===== src/rtl/frame_update_scheduler.sv =====
// frame_update_scheduler
// Sequences per-frame game-logic updates into vertical blanking. On every
// FRAME_DIV-th start of vblank (while running) each client is granted an
// update slot in turn through a one-hot req/ack handshake. A client that does
// not ack within TIMEOUT cycles is skipped; a sequence still in progress when
// the next visible frame starts is aborted and reported as an overrun.
//
// Ports:
//   clk_i, rst_i        pixel clock, synchronous active-high reset
//   position_x_i/_y_i   current pixel position from the VGA timer
//   run_i               game running; no new sequence starts while low
//   update_req_o        one-hot request to the active client
//   update_ack_i        client done (only the active client's bit is used)
//   client_idx_o        index of the active client, 0 when idle
//   frame_tick_o        pulse on the first cycle of a sequence
//   busy_o              sequence in progress
//   timeout_o           pulse when a client is skipped
//   overrun_o           pulse when a sequence is aborted at visible start
//   frame_count_o       free-running count of vblank starts
module frame_update_scheduler #(
    parameter int unsigned NUM_CLIENTS = 4,
    parameter int unsigned FRAME_DIV   = 1,
    parameter int unsigned TIMEOUT     = 1024,
    parameter int unsigned VIS_Y       = 480,
    localparam int unsigned CW         = (NUM_CLIENTS > 1) ? $clog2(NUM_CLIENTS) : 1
) (
    input  logic                   clk_i,
    input  logic                   rst_i,
    input  logic [9:0]             position_x_i,
    input  logic [9:0]             position_y_i,
    input  logic                   run_i,
    output logic [NUM_CLIENTS-1:0] update_req_o,
    input  logic [NUM_CLIENTS-1:0] update_ack_i,
    output logic [CW-1:0]          client_idx_o,
    output logic                   frame_tick_o,
    output logic                   busy_o,
    output logic                   timeout_o,
    output logic                   overrun_o,
    output logic [15:0]            frame_count_o
);

    localparam int unsigned DW = (FRAME_DIV > 1) ? $clog2(FRAME_DIV) : 1;
    localparam int unsigned TW = $clog2(TIMEOUT);

    typedef enum logic {
        IDLE  = 1'b0,
        SERVE = 1'b1
    } state_t;

    state_t                   state_q, state_d;
    logic [NUM_CLIENTS-1:0]   req_q, req_d;
    logic [CW-1:0]            idx_q, idx_d;
    logic                     tick_q, tick_d;
    logic                     busy_q, busy_d;
    logic                     timeout_q, timeout_d;
    logic                     overrun_q, overrun_d;
    logic [15:0]              frame_count_q, frame_count_d;
    logic [DW-1:0]            div_cnt_q, div_cnt_d;
    logic [TW-1:0]            to_cnt_q, to_cnt_d;

    logic vb_start;
    logic vis_start;
    logic fire;
    logic ack_active;
    logic to_expired;

    // Next-state and registered-output logic
    always_comb begin
        state_d       = state_q;
        req_d         = req_q;
        idx_d         = idx_q;
        to_cnt_d      = to_cnt_q;
        div_cnt_d     = div_cnt_q;
        tick_d        = 1'b0;
        timeout_d     = 1'b0;
        overrun_d     = 1'b0;
        fire          = 1'b0;

        vb_start      = (position_x_i == 10'd0) && (position_y_i == 10'(VIS_Y));
        vis_start     = (position_x_i == 10'd0) && (position_y_i == 10'd0);
        ack_active    = update_ack_i[idx_q];
        to_expired    = (to_cnt_q == TW'(TIMEOUT - 1));

        frame_count_d = frame_count_q + 16'(vb_start);

        // Frame divider: held at zero while paused
        if (!run_i) begin
            div_cnt_d = '0;
        end else if (vb_start) begin
            if (div_cnt_q == DW'(FRAME_DIV - 1)) begin
                fire      = 1'b1;
                div_cnt_d = '0;
            end else begin
                div_cnt_d = div_cnt_q + DW'(1);
            end
        end

        case (state_q)
            IDLE: begin
                if (fire) begin
                    state_d  = SERVE;
                    idx_d    = '0;
                    req_d    = NUM_CLIENTS'(1);
                    tick_d   = 1'b1;
                    to_cnt_d = '0;
                end
            end
            SERVE: begin
                // Visible start beats ack and timeout
                if (vis_start) begin
                    state_d   = IDLE;
                    idx_d     = '0;
                    req_d     = '0;
                    to_cnt_d  = '0;
                    overrun_d = 1'b1;
                end else if (ack_active || to_expired) begin
                    // An ack on the expiry cycle suppresses the timeout pulse
                    timeout_d = !ack_active;
                    to_cnt_d  = '0;
                    if (idx_q == CW'(NUM_CLIENTS - 1)) begin
                        state_d = IDLE;
                        idx_d   = '0;
                        req_d   = '0;
                    end else begin
                        idx_d   = idx_q + CW'(1);
                        req_d   = NUM_CLIENTS'(1) << (idx_q + CW'(1));
                    end
                end else begin
                    to_cnt_d = to_cnt_q + TW'(1);
                end
            end
            default: begin
                state_d = IDLE;
                req_d   = '0;
                idx_d   = '0;
            end
        endcase

        busy_d = (state_d == SERVE);
    end

    // State and output registers
    always_ff @(posedge clk_i) begin
        if (rst_i) begin
            state_q       <= IDLE;
            req_q         <= '0;
            idx_q         <= '0;
            tick_q        <= 1'b0;
            busy_q        <= 1'b0;
            timeout_q     <= 1'b0;
            overrun_q     <= 1'b0;
            frame_count_q <= '0;
            div_cnt_q     <= '0;
            to_cnt_q      <= '0;
        end else begin
            state_q       <= state_d;
            req_q         <= req_d;
            idx_q         <= idx_d;
            tick_q        <= tick_d;
            busy_q        <= busy_d;
            timeout_q     <= timeout_d;
            overrun_q     <= overrun_d;
            frame_count_q <= frame_count_d;
            div_cnt_q     <= div_cnt_d;
            to_cnt_q      <= to_cnt_d;
        end
    end

    assign update_req_o  = req_q;
    assign client_idx_o  = idx_q;
    assign frame_tick_o  = tick_q;
    assign busy_o        = busy_q;
    assign timeout_o     = timeout_q;
    assign overrun_o     = overrun_q;
    assign frame_count_o = frame_count_q;

endmodule


===== config.mk =====
export PLATFORM = sky130hd
export DESIGN_NAME = frame_update_scheduler
export DESIGN_NICKNAME = d
export VERILOG_FILES = /design/src/rtl/frame_update_scheduler.sv
export SDC_FILE = /design/constraint.sdc
export NUM_CORES = 1
export LEC_CHECK = 0
export ABC_CLOCK_PERIOD_IN_PS = 3910
export BUFFER_PORTS_ARGS = -buffer_cell sky130_fd_sc_hd__buf_2
export CORE_MARGIN = 10
export CORE_UTILIZATION = 30
export DETAILED_ROUTE_END_ITERATION = 16
export HOLD_SLACK_MARGIN = 0.1
export PLACE_DENSITY = 0.5
export SYNTH_ARGS = -nofsm -noshare
export SYNTH_HDL_FRONTEND = slang
export SYNTH_SLANG_ARGS = --single-unit

===== constraint.sdc =====
create_clock -name clk_i -period 3.91 [get_ports clk_i]
set_input_delay 0.391 -clock clk_i [delete_from_list [all_inputs] [get_ports clk_i]]
set_output_delay 0.391 -clock clk_i [all_outputs]
set_load 0.01 [all_outputs]

Word level (Yosys, flattened, before mapping)
Index checks and enable logic that the tools add are counted.
Storage, ports and cells
  output and inout bits: 26
  bits in registers: 37
  word-level logic and storage cells: 60
  bits of input ports: 27
Cells by class
  shift-type cells: 1
  reductions and logical operators: 11
  bitwise logic cells: 3
  eq/ne operators: 5
  $lt $le $gt $ge: 1
  add/subtract/negate cells: 4
  muxes and demuxes: 26
Operators with widths (count)
  $mux 10: 3
  $logic_not 10->1: 2
  $pmux 10 s2: 1
  $add 16x1->16: 1
  $mux 4: 4
  $add 10x1->10 const B: 1
  $eq 10x10->1 const B: 1
  $eq 10x9->1 const B: 1
  $mux 1: 10
  $mux 2: 4
  $pmux 4 s2: 1
  $reduce_or 2->1: 3
  $pmux 2 s2: 1
  $reduce_or 4->1: 1
  $shl 1x2->4 const A: 1
  $lt 2x3->1 const B: 1
  $ne 3x1->1 const B: 1
  $not 1->1: 3
  $add 2x1->2 const B: 1
  $bmux 1 s2: 1
  $eq 2x2->1 const B: 1
  $logic_and 1x1->1: 2
  $ne 2x2->1 const B: 1
  $pmux 1 s2: 1
  4 further kinds: 4

Depth between registers and ports, before layout
Gate-level depths: netlist of the first run.
  depth in word-level cells: 6
  gate-level depth with buffers: 9
  gate-level depth less buffers: 9

Worst setup path after synthesis of the first run
OpenSTA, ideal clock, no wires.
  kind: flip-flop to flip-flop
  from: register idx_q[0], in the netlist client_idx_o[0]
  to: register to_cnt_q[4]
  arrival time: 2.132 ns
  required time: 3.853 ns
  path buffers: 1
  path slack: 1.721 ns
  setup time: 0.057 ns
  clock period less this slack: 2.189 ns
  stages on the path, launching flop included: 7
  path through: dfxtp_1 mux4_2 a31o_4 a2111o_1 buf_6 nor4b_2 a21o_1
On the way
  word-level cells in the longest chain between the ends: 6
RTL lines
  start: declaration: line 52  | logic [CW-1:0] idx_q, idx_d;
  start signal: assignment: line 158  | idx_q <= idx_d;
  $bmux 1 s2: line 81  | ack_active = update_ack_i[idx_q];
  $mux 1 (implied by the code): line 81
  $logic_or 1x1->1: line 116  | end else if (ack_active || to_expired) begin
  $mux 10: line 116
  $mux 10: line 110  | if (vis_start) begin
  $pmux 10 s2: line 98  | case (state_q)
  end signal: assignment: line 165  | to_cnt_q <= to_cnt_d;
  end: declaration: line 59  | logic [TW-1:0] to_cnt_q, to_cnt_d;
No other way between the ends. The select of a mux whose other input is x is not followed.
A chain may end at the register's enable or synchronous reset.

Final worst setup path of the first run
  from: register idx_q[0], in the netlist client_idx_o[0]
  to: register req_q[0], in the netlist update_req_o[0]
On the way
  word-level cells in the longest chain between the ends: 6
  elaborated cells between the ends (all ways): 12
  those cells by class: add/sub (1); eq/ne (2); shift (1); mux (6); reduce/logical (2)
RTL lines
  $add 2x1->2: line 126  | req_d = NUM_CLIENTS'(1) << (idx_q + CW'(1));
  $shl 1x2->4: line 126
  $mux 4: line 120  | if (idx_q == CW'(NUM_CLIENTS - 1)) begin
  $mux 4: line 116
  $mux 4: line 110
  $pmux 4 s2: line 98
  end signal: assignment: line 157  | req_q <= req_d;
  end: declaration: line 51  | logic [NUM_CLIENTS-1:0] req_q, req_d;
Several ways; a longest one is shown, not always the timed one. The select of a mux whose other input is x is not followed.

==> results of run 1 <==
==> cells by family (layout without fill, tap and decap cells) <==
| logic type | count (synthesis) | in the layout | synth area share |
|---|---|---|---|
| simple gates | 86 | 86 | 0.256 |
| compound gates | 40 | 40 | 0.165 |
| flops | 36 | 36 | 0.410 |
| buf+inv | 17 | 70 | 0.0434 |
| xor+xnor | 10 | 10 | 0.0499 |
| fa+ha+maj | 8 | 8 | 0.0570 |
| mux | 2 | 2 | 0.0185 |
==> worst min-delay path, cell delays in order, from the launching register on <==
cell	delay, ns
dfxtp_1	0.31
nand2_1	0.05
o21ai_0	0.06
==> Yosys cell counts, drive strengths merged (3+ instances only) <==
master	count
dfxtp	36
nor2	21
nand3	12
nand2	11
inv	10
ha	8
nand4	8
nor4	8
a21oi	7
and3	7
o21ai	7
xnor2	7
nor3	6
a21o	4
buf	4
o22ai	4
or3	4
a211o	3
clkbuf	3
xor2	3
==> metrics by stage <==
step / hold WS, ns / utilization
2_1_floorplan: 0.441 / -
3_3_place_gp: 0.449 / 0.369
3_5_place_dp: 0.450 / 0.369
4_1_cts: 0.463 / 0.388
5_1_grt: 0.484 / 0.388
6_report: 0.457 / 0.388
==> per-layer routing <==
metal  part of all wire  GRT usage  vias to the layer above  routed length (µm)
met4              0.014     0.0363                        0                  63
met2               0.45      0.164                       33                2020
met1               0.45      0.117                      746                2020
li1                   -          -                      832                   -
met3              0.081     0.0386                        8                 361
met5                  0          0                        -                   0
==> how the worst max path moves through the flow <==
stage	to	slack, ns	from
floorplan	to_cnt_q[4]$_SDFFE_PP0P_	1.72	client_idx_o[0]$_SDFFE_PP0P_
global placement	frame_count_o[8]$_SDFF_PP0_	1.47	position_x_i[9]
detailed placement	frame_count_o[12]$_SDFF_PP0_	1.42	position_x_i[1]
CTS	update_req_o[0]$_SDFFE_PP0P_	1.56	client_idx_o[0]$_SDFFE_PP0P_
global route	client_idx_o[1]$_SDFFE_PP0P_	1.46	client_idx_o[0]$_SDFFE_PP0P_
finish	update_req_o[0]$_SDFFE_PP0P_	1.57	client_idx_o[0]$_SDFFE_PP0P_
==> flip-flops by register name (all words and copies together) (netlist names) <==
name and flops:
client_idx_o 2, frame_count_o 16, to_cnt_q 10, timeout_o 1, busy_o 1, frame_tick_o 1
overrun_o 1, update_req_o 4
==> cell type report <==
cell class / count / area [µm²]
clock buffers: 6 / 72.6
clock inverters: 2 / 35.0
inverters: 10 / 37.5
multi-input cells: 146 / 960
repair buffers: 52 / 260
flip-flops and latches: 36 / 721
fillers: 613 / 3430
well taps: 72 / 90.1
==> where the power goes <==
group	leakage (nW)	internal [mW]	switching (mW)
registers	0.290	0.366	0.0000000484
clock network	0.0552	0.189	0.136
logic	0.579	0.0132	0.0138
total	0.924	0.569	0.150
==> key figures, run 1 <==
Logic synthesis
  – Synthesized area: 0.00176 mm²
  – Asr flop ratio synth: 0
  – Post-synthesis sequential area ratio: 0.410
  – Synth top area share: 0.410
  – Synth unique cells: 45
  – Ys Warns: 0
  – Cells after Synth: 199
  – Post-synth top area cell: dfxtp_1
  – Net count after synthesis: 234
  – Seq cells post-synth: 36
  – Syn Area/Cell: 8.83 µm²
  – Ys flop type: dfxtp_1
  – Number of synthesized flops with an enable pin: 0
  – Synth area leaders: dfxtp_1 41%, ha_1 5.7%, nor2_1 4.5%

Finish
  – Final cell count without fillers: 324
  – Final #Nets: 286
  – Commonest cells after routing, fill and taps aside: 52 x buf_2, 36 x dfxtp_1, 21 x nor2_1
  – # diodes: 0
  – Leading cell type in the layout, fill and taps excluded: buf_2
  – Share of post-route cells with drive strength above 1: 0.258
  – Area Overhead vs Synth: 23.9%
  – Design Area, Final: 0.00218 mm²

Timing
  – Tmin final: 2.34 ns
  – Final Hold Violating Endpoints: 0
  – Worst Tran Pin Value: 0.968 ns
  – RSZ-0062 raised after global routing: false
  – Final Cycle Share: 0.598
  – Max Fclk: 427 MHz
  – Final slew viol count: 0
  – Count of final setup violators: 0
  – Worst Clk Skew: 0.00455 ns
  – Final worst setup slack: 1.57 ns
  – Post-route setup TNS: 0 ns
  – Slew Limit Headroom: 0.349

CTS
  – Clk_lat worst skew: 0.29 ns
  – Total CTS buffers: 5
  – Cts hold-fix bufs: 0
  – Root Buffer: clkbuf_8
  – Clock sink count: 36
  – # H-tree levels: 2
  – Post-CTS Setup Bufs: 0
  – PostCTS Resize Cnt: 0
  – CTS tree: built
  – Reg clk slew, reported paths: 0.07 ns
  – Maximum buffer depth of the clock tree: 2

GRT
  – Initial antenna violation count: 0
  – GRT Overall Usage: 0.100
  – Gr ovfl total: 0
  – First-pass GRT wire length: 7.39 mm
  – Largest net degree at the start of global routing: 34
  – Vias in the first global route: 1,577

Die
  – Site row count: 27
  – Top Ports: 53
  – Starting Density: 0.313
  – Die X-Extent: 96.5 µm
  – Die Y: 96.5 µm
  – Die area: 0.00932 mm²
  – Core ar.: 0.00561 mm²

Worst setup path
  – WP data required: 4.09 ns
  – R2R cell count: 5
  – WP depth: 5
  – Flop2flop setup slack: 1.57 ns
  – Crit path max fanout: 8
  – Reg-to-reg endpoint: update_req_o[0]$_SDFFE_PP0P_
  – Crit path max-delay family: compound AO/OA/AOI/OAI gates
  – Critical Path End Type: register
  – Worst EP arrival: 2.52 ns
  – Worst Setup Start Kind: register
  – CP max stage delay: 0.57 ns
  – Slowest CP cell: mux4_2
  – CP cell instances: mux4_2, a31o_4, a211oi_1, nor2_1, o221a_2
  – Crit Path Class: reg -> reg
  – Buf/Inv on CP: 0
  – Worst r2r src: client_idx_o[0]$_SDFFE_PP0P_

Route
  – WL final: 4.46 mm
  – Vias per inst: 5.00
  – Routed Antenna Nets: 0
  – Via Count: 1,619
  – Initial DRC count: 64
  – Drt drc: 0
  – Drt pass-1 iters: 4
  – WL per Instance: 13.8 µm

Power and ir drop
  – Peak supply drop: 0.179 mV
  – Power per cell area: 330 mW/mm²
  – Total Power: 0.719 mW
  – P_leak: 0.924 nW

Flow run
  – Max-cap violations: 0

Worst hold path
  – Hold path depth: 2
  – Hold endpoint: update_req_o[1]$_SDFFE_PP0P_
  – HP Class: reg -> reg
  – Min-delay src: update_req_o[1]$_SDFFE_PP0P_

Place
  – Cells after DPL: 316
  – Pre-CTS setup slack: 1.42 ns
  – HPWL Detailed: 3.36 mm
  – Placed Instance Area: 0.00207 mm²
  – Port bufs: 52
  – Gpl congestion: 0.735

Run status
  – Run status: finished clean
(Power assumes the default switching activity.)
==> inputs of run 2 (changes only) <==
- ABC_CLOCK_PERIOD_IN_PS: 3910 -> 2300
- clock period: 3.91 -> 2.3 ns (I/O delays scaled with it)
==> key figures, run 2 (synthesis results as in run 1) <==
Die
  – Die X-Extent: 96.5 µm
  – Die area: 0.00932 mm²
  – Site row count: 27
  – Die Y: 96.5 µm
  – Core ar.: 0.00561 mm²
  – Top Ports: 53
  – Starting Density: 0.313

CTS
  – CTS tree: built
  – Clk_lat worst skew: 0.28 ns
  – # H-tree levels: 2
  – Cts hold-fix bufs: 0
  – Reg clk slew, reported paths: 0.07 ns
  – Clock sink count: 36
  – PostCTS Resize Cnt: 0
  – Total CTS buffers: 5
  – Maximum buffer depth of the clock tree: 2
  – Root Buffer: clkbuf_8
  – Post-CTS Setup Bufs: 0

Timing
  – Worst Tran Pin Value: 0.776 ns
  – RSZ-0062 raised after global routing: false
  – Slew Limit Headroom: 0.480
  – Final Hold Violating Endpoints: 0
  – Max Fclk: 468 MHz
  – Final Cycle Share: 0.930
  – Post-route setup TNS: 0 ns
  – Count of final setup violators: 0
  – Final worst setup slack: 0.162 ns
  – Tmin final: 2.14 ns
  – Final slew viol count: 0
  – Worst Clk Skew: 0.00296 ns

GRT
  – Gr ovfl total: 0
  – Vias in the first global route: 1,619
  – Largest net degree at the start of global routing: 28
  – Initial antenna violation count: 0
  – GRT Overall Usage: 0.104
  – First-pass GRT wire length: 7.74 mm

Finish
  – Final cell count without fillers: 330
  – Filler instances: 596
  – Leading cell type in the layout, fill and taps excluded: buf_2
  – # diodes: 0
  – Share of post-route cells with drive strength above 1: 0.279
  – Area Overhead vs Synth: 26.6%
  – Area of the multi-input gates: 960 µm²
  – Commonest cells after routing, fill and taps aside: 52 x buf_2, 36 x dfxtp_1, 21 x nor2_1
  – Max reg flops: 16
  – Register area: 721 µm²
  – Final #Nets: 292

Worst hold path
  – Min-delay src: rst_i
  – Hold path depth: 2
  – Hold endpoint: client_idx_o[1]$_SDFFE_PP0P_
  – HP Class: in -> reg

Worst setup path
  – Worst EP arrival: 2.37 ns
  – Slowest CP cell: mux4_2
  – Worst Setup Start Kind: register
  – WP depth: 5
  – R2R cell count: 5
  – Buf/Inv on CP: 0
  – WP data required: 2.54 ns
  – Crit Path Class: reg -> reg
  – Flop2flop setup slack: 0.16 ns
  – Crit path max-delay family: compound AO/OA/AOI/OAI gates
  – Reg-to-reg endpoint: to_cnt_q[4]$_SDFFE_PP0P_
  – Crit path max fanout: 9
  – Worst r2r src: client_idx_o[0]$_SDFFE_PP0P_
  – Critical Path End Type: register
  – CP max stage delay: 0.54 ns
  – CP cell instances: mux4_2, a31o_4, a2111o_1, nor4b_2, a21o_1

Route
  – WL final: 4.63 mm
  – Routed Antenna Nets: 0
  – Via Count: 1,642
  – Drt pass-1 iters: 4
  – WL per Instance: 14.0 µm
  – Drt drc: 0
  – Initial DRC count: 65
  – Vias per inst: 4.98

Power and ir drop
  – Power per cell area: 550 mW/mm²
  – Peak supply drop: 0.259 mV
  – P_leak: 0.954 nW
  – Total Power: 1.22 mW

Place
  – HPWL Detailed: 3.52 mm
  – Pre-CTS setup slack: 0.0825 ns
  – Gpl congestion: 0.735
  – Cells after DPL: 322
  – Port bufs: 52

Flow run
  – Max-cap violations: 0

Run status
  – Run status: finished clean
## run 2: changes by cell type in the layout (fill, tap and decap cells not counted), sizes merged
cell	change
clkbuf	-1
clkinvlp	+1
buf	+6
## run 2: layout make-up
cell class | instances | area share
Tap cell | 72 | 0.0405
Clock inverter | 3 | 0.0191
Inverter | 10 | 0.0169
Sequential cell | 36 | 0.324
Timing Repair Buffer | 58 | 0.137
Clock buffer | 5 | 0.0309
Multi-Input combinational cell | 146 | 0.431
## run 2: worst reg2reg max path, delay by kind of cell (launching register included)
family           cells  cell delay, ns
AND/OR/NAND/NOR      1            0.29
flip-flops           1            0.36
AO/OA/AOI/OAI        3            0.89
multiplexers         1            0.54
## run 2: per-stage QoR
step | instance area, µm² | util | hold WS [ns]
floorplan | 1760 | - | 0.435
global placement | 2110 | 0.377 | 0.444
detailed placement | 2110 | 0.377 | 0.451
CTS | 2220 | 0.397 | 0.247
global route | 2220 | 0.397 | 0.259
finish | 2220 | 0.397 | 0.250
## run 2: routing by layer
layer / wire [µm] / vias up / track usage
li1: - / 851 / -
met1: 2180 / 755 / 0.132
met2: 2110 / 31 / 0.163
met3: 297 / 5 / 0.0332
met4: 45 / 0 / 0.0327
met5: 0 / - / 0
## run 2: worst max path at each step
stage,startpoint,to,slack (ns)
floorplan,client_idx_o[0]$_SDFFE_PP0P_,to_cnt_q[4]$_SDFFE_PP0P_,0.11
global route,client_idx_o[0]$_SDFFE_PP0P_,to_cnt_q[5]$_SDFFE_PP0P_,0.03
finish,client_idx_o[0]$_SDFFE_PP0P_,to_cnt_q[4]$_SDFFE_PP0P_,0.16
global placement,position_x_i[9],frame_count_o[8]$_SDFF_PP0_,0.13
CTS,client_idx_o[0]$_SDFFE_PP0P_,to_cnt_q[4]$_SDFFE_PP0P_,0.16
detailed placement,position_x_i[2],frame_count_o[10]$_SDFF_PP0_,0.08
## run 2: power breakdown
group | internal (mW) | leakage [nW] | switching, mW
registers | 0.623 | 0.290 | 0.0000000809
clock network | 0.321 | 0.0541 | 0.232
logic | 0.0242 | 0.610 | 0.0242
==> inputs of run 3 (changes only) <==
- ABC_AREA: default -> 0
- CORE_UTILIZATION: 30 -> 51
- PLACE_DENSITY: 0.5 -> 0.78
==> key figures, run 3 (synthesis results as in run 1) <==
Run status
  – Run status: finished clean

CTS
  – Maximum buffer depth of the clock tree: 2
  – Reg clk slew, reported paths: 0.10 ns
  – Clock sink count: 36
  – Root Buffer: clkbuf_4
  – Clk_lat worst skew: 0.34 ns
  – Total CTS buffers: 5
  – Post-CTS Setup Bufs: 0
  – Cts hold-fix bufs: 0
  – # H-tree levels: 2
  – PostCTS Resize Cnt: 0
  – CTS tree: built

Timing
  – Final Hold Violating Endpoints: 0
  – Hold_ws: 0.260 ns
  – Worst Clk Skew: 0.00788 ns
  – Count of final setup violators: 0
  – Slew Limit Headroom: 0.496
  – Final slew viol count: 0
  – Post-route setup TNS: 0 ns
  – Max Fclk: 467 MHz
  – Tmin final: 2.14 ns
  – Worst Tran Pin Value: 0.752 ns
  – RSZ-0062 raised after global routing: false
  – Final Cycle Share: 0.930

Die
  – Die X-Extent: 78.7 µm
  – Die Y: 78.7 µm
  – Top Ports: 53
  – Core ar.: 0.00334 mm²
  – Site row count: 21
  – Die area: 0.00619 mm²
  – Starting Density: 0.526

Worst setup path
  – Crit path max fanout: 9
  – Worst EP arrival: 2.43 ns
  – Crit Path Class: reg -> reg
  – Critical Path End Type: register
  – Flop2flop setup slack: 0.16 ns
  – Worst Setup Start Kind: register
  – WP data required: 2.59 ns

Place
  – HPWL Detailed: 3.08 mm
  – Cells after DPL: 295
  – Gpl congestion: 0.838
  – Port bufs: 52

Worst hold path
  – HP Class: in -> reg

Route
  – WL final: 4.04 mm
  – Drt drc: 0
  – Via Count: 1,627
  – Initial DRC count: 73
  – Routed Antenna Nets: 0
  – Drt pass-1 iters: 4
  – Vias per inst: 5.39
  – WL per Instance: 13.4 µm

GRT
  – First-pass GRT wire length: 6.88 mm
  – Largest net degree at the start of global routing: 34
  – Initial antenna violation count: 0
  – Gr ovfl total: 0
  – GRT busiest layer: met2
  – M1 GR Usage: 0.151
  – Met3 Usage GRT: 0.0518
  – M2 GR Usage: 0.227
  – GRT Overall Usage: 0.135
  – Vias in the first global route: 1,571

Power and ir drop
  – Power per cell area: 487 mW/mm²
  – Net switching power: 0.223 mW
  – Comb pwr share: 0.044
  – Net Sw Frac: 0.214
  – P_leak: 0.933 nW
  – Seq pwr share: 0.598
  – Clock power frac: 0.358
  – P_int: 0.819 mW
  – Peak supply drop: 0.377 mV

Finish
  – Commonest cells after routing, fill and taps aside: 52 x buf_2, 36 x dfxtp_1, 21 x nor2_1
  – Fin util: 0.641
  – Max reg flops: 16
  – # diodes: 0
  – Share of post-route cells with drive strength above 1: 0.273
  – Final cell count without fillers: 302
  – Area Overhead vs Synth: 21.7%
  – Final #Nets: 291
  – Leading cell type in the layout, fill and taps excluded: buf_2

Flow run
  – Max-cap violations: 0
## run 3: cell count changes in the layout (fill, tap and decap cells not counted)
cell / previous run / this run
buf_4: 6 / 5
bufinv_16: 1 / 0
clkbuf_4: 0 / 5
clkbuf_8: 5 / 2
clkinv_2: 1 / 0
clkinvlp_4: 1 / 0
## run 3: cell type report
| cell class | count | area (µm²) |
|---|---|---|
| clock buffers | 7 | 65.1 |
| inverters | 10 | 37.5 |
| fillers | 293 | 1200 |
| multi-input cells | 146 | 960 |
| well taps | 46 | 57.6 |
| flip-flops and latches | 36 | 721 |
| repair buffers | 57 | 298 |
## run 3: critical path, stage by stage, from the launching register on
cell,delay [ns]
dfxtp_1,0.37
mux4_2,0.53
a31o_4,0.25
a2111o_1,0.53
nor4b_2,0.29
a21o_1,0.11
## run 3: final timing paths
kind | depth (start not counted) | start | end
worst max-delay path | 5 | client_idx_o[0]$_SDFFE_PP0P_ | to_cnt_q[4]$_SDFFE_PP0P_
worst min-delay path | 5 | run_i | frame_tick_o$_SDFF_PP0_
worst max register to register | 5 | client_idx_o[0]$_SDFFE_PP0P_ | to_cnt_q[4]$_SDFFE_PP0P_
worst min register to register | 2 | update_req_o[1]$_SDFFE_PP0P_ | update_req_o[1]$_SDFFE_PP0P_
## run 3: layer usage
metal,up-vias,share of wire
met3,5,0.054
met1,748,0.46
li1,841,-
met4,0,0.013
met5,-,0
met2,33,0.47
## run 3: per-stage QoR
step	worst slack [ns]	cell area [µm²]	power [mW]
final	0.161	2140	1.04
after global routing	0.0512	2140	1.09
after CTS	0.141	2140	1.06
after detailed placement	0.0443	2070	0.683
after global placement	0.143	2070	0.683
after floorplan	0.111	1760	0.657
## run 3: power groups by stage
stage	Combinational (mW)	Sequential [mW]	Clock, mW
2_1_floorplan	0.0196	0.637	0
5_1_grt	0.0522	0.623	0.412
3_3_place_gp	0.0453	0.637	0
4_1_cts	0.0462	0.623	0.390
3_5_place_dp	0.0462	0.637	0
6_report	0.0459	0.623	0.373
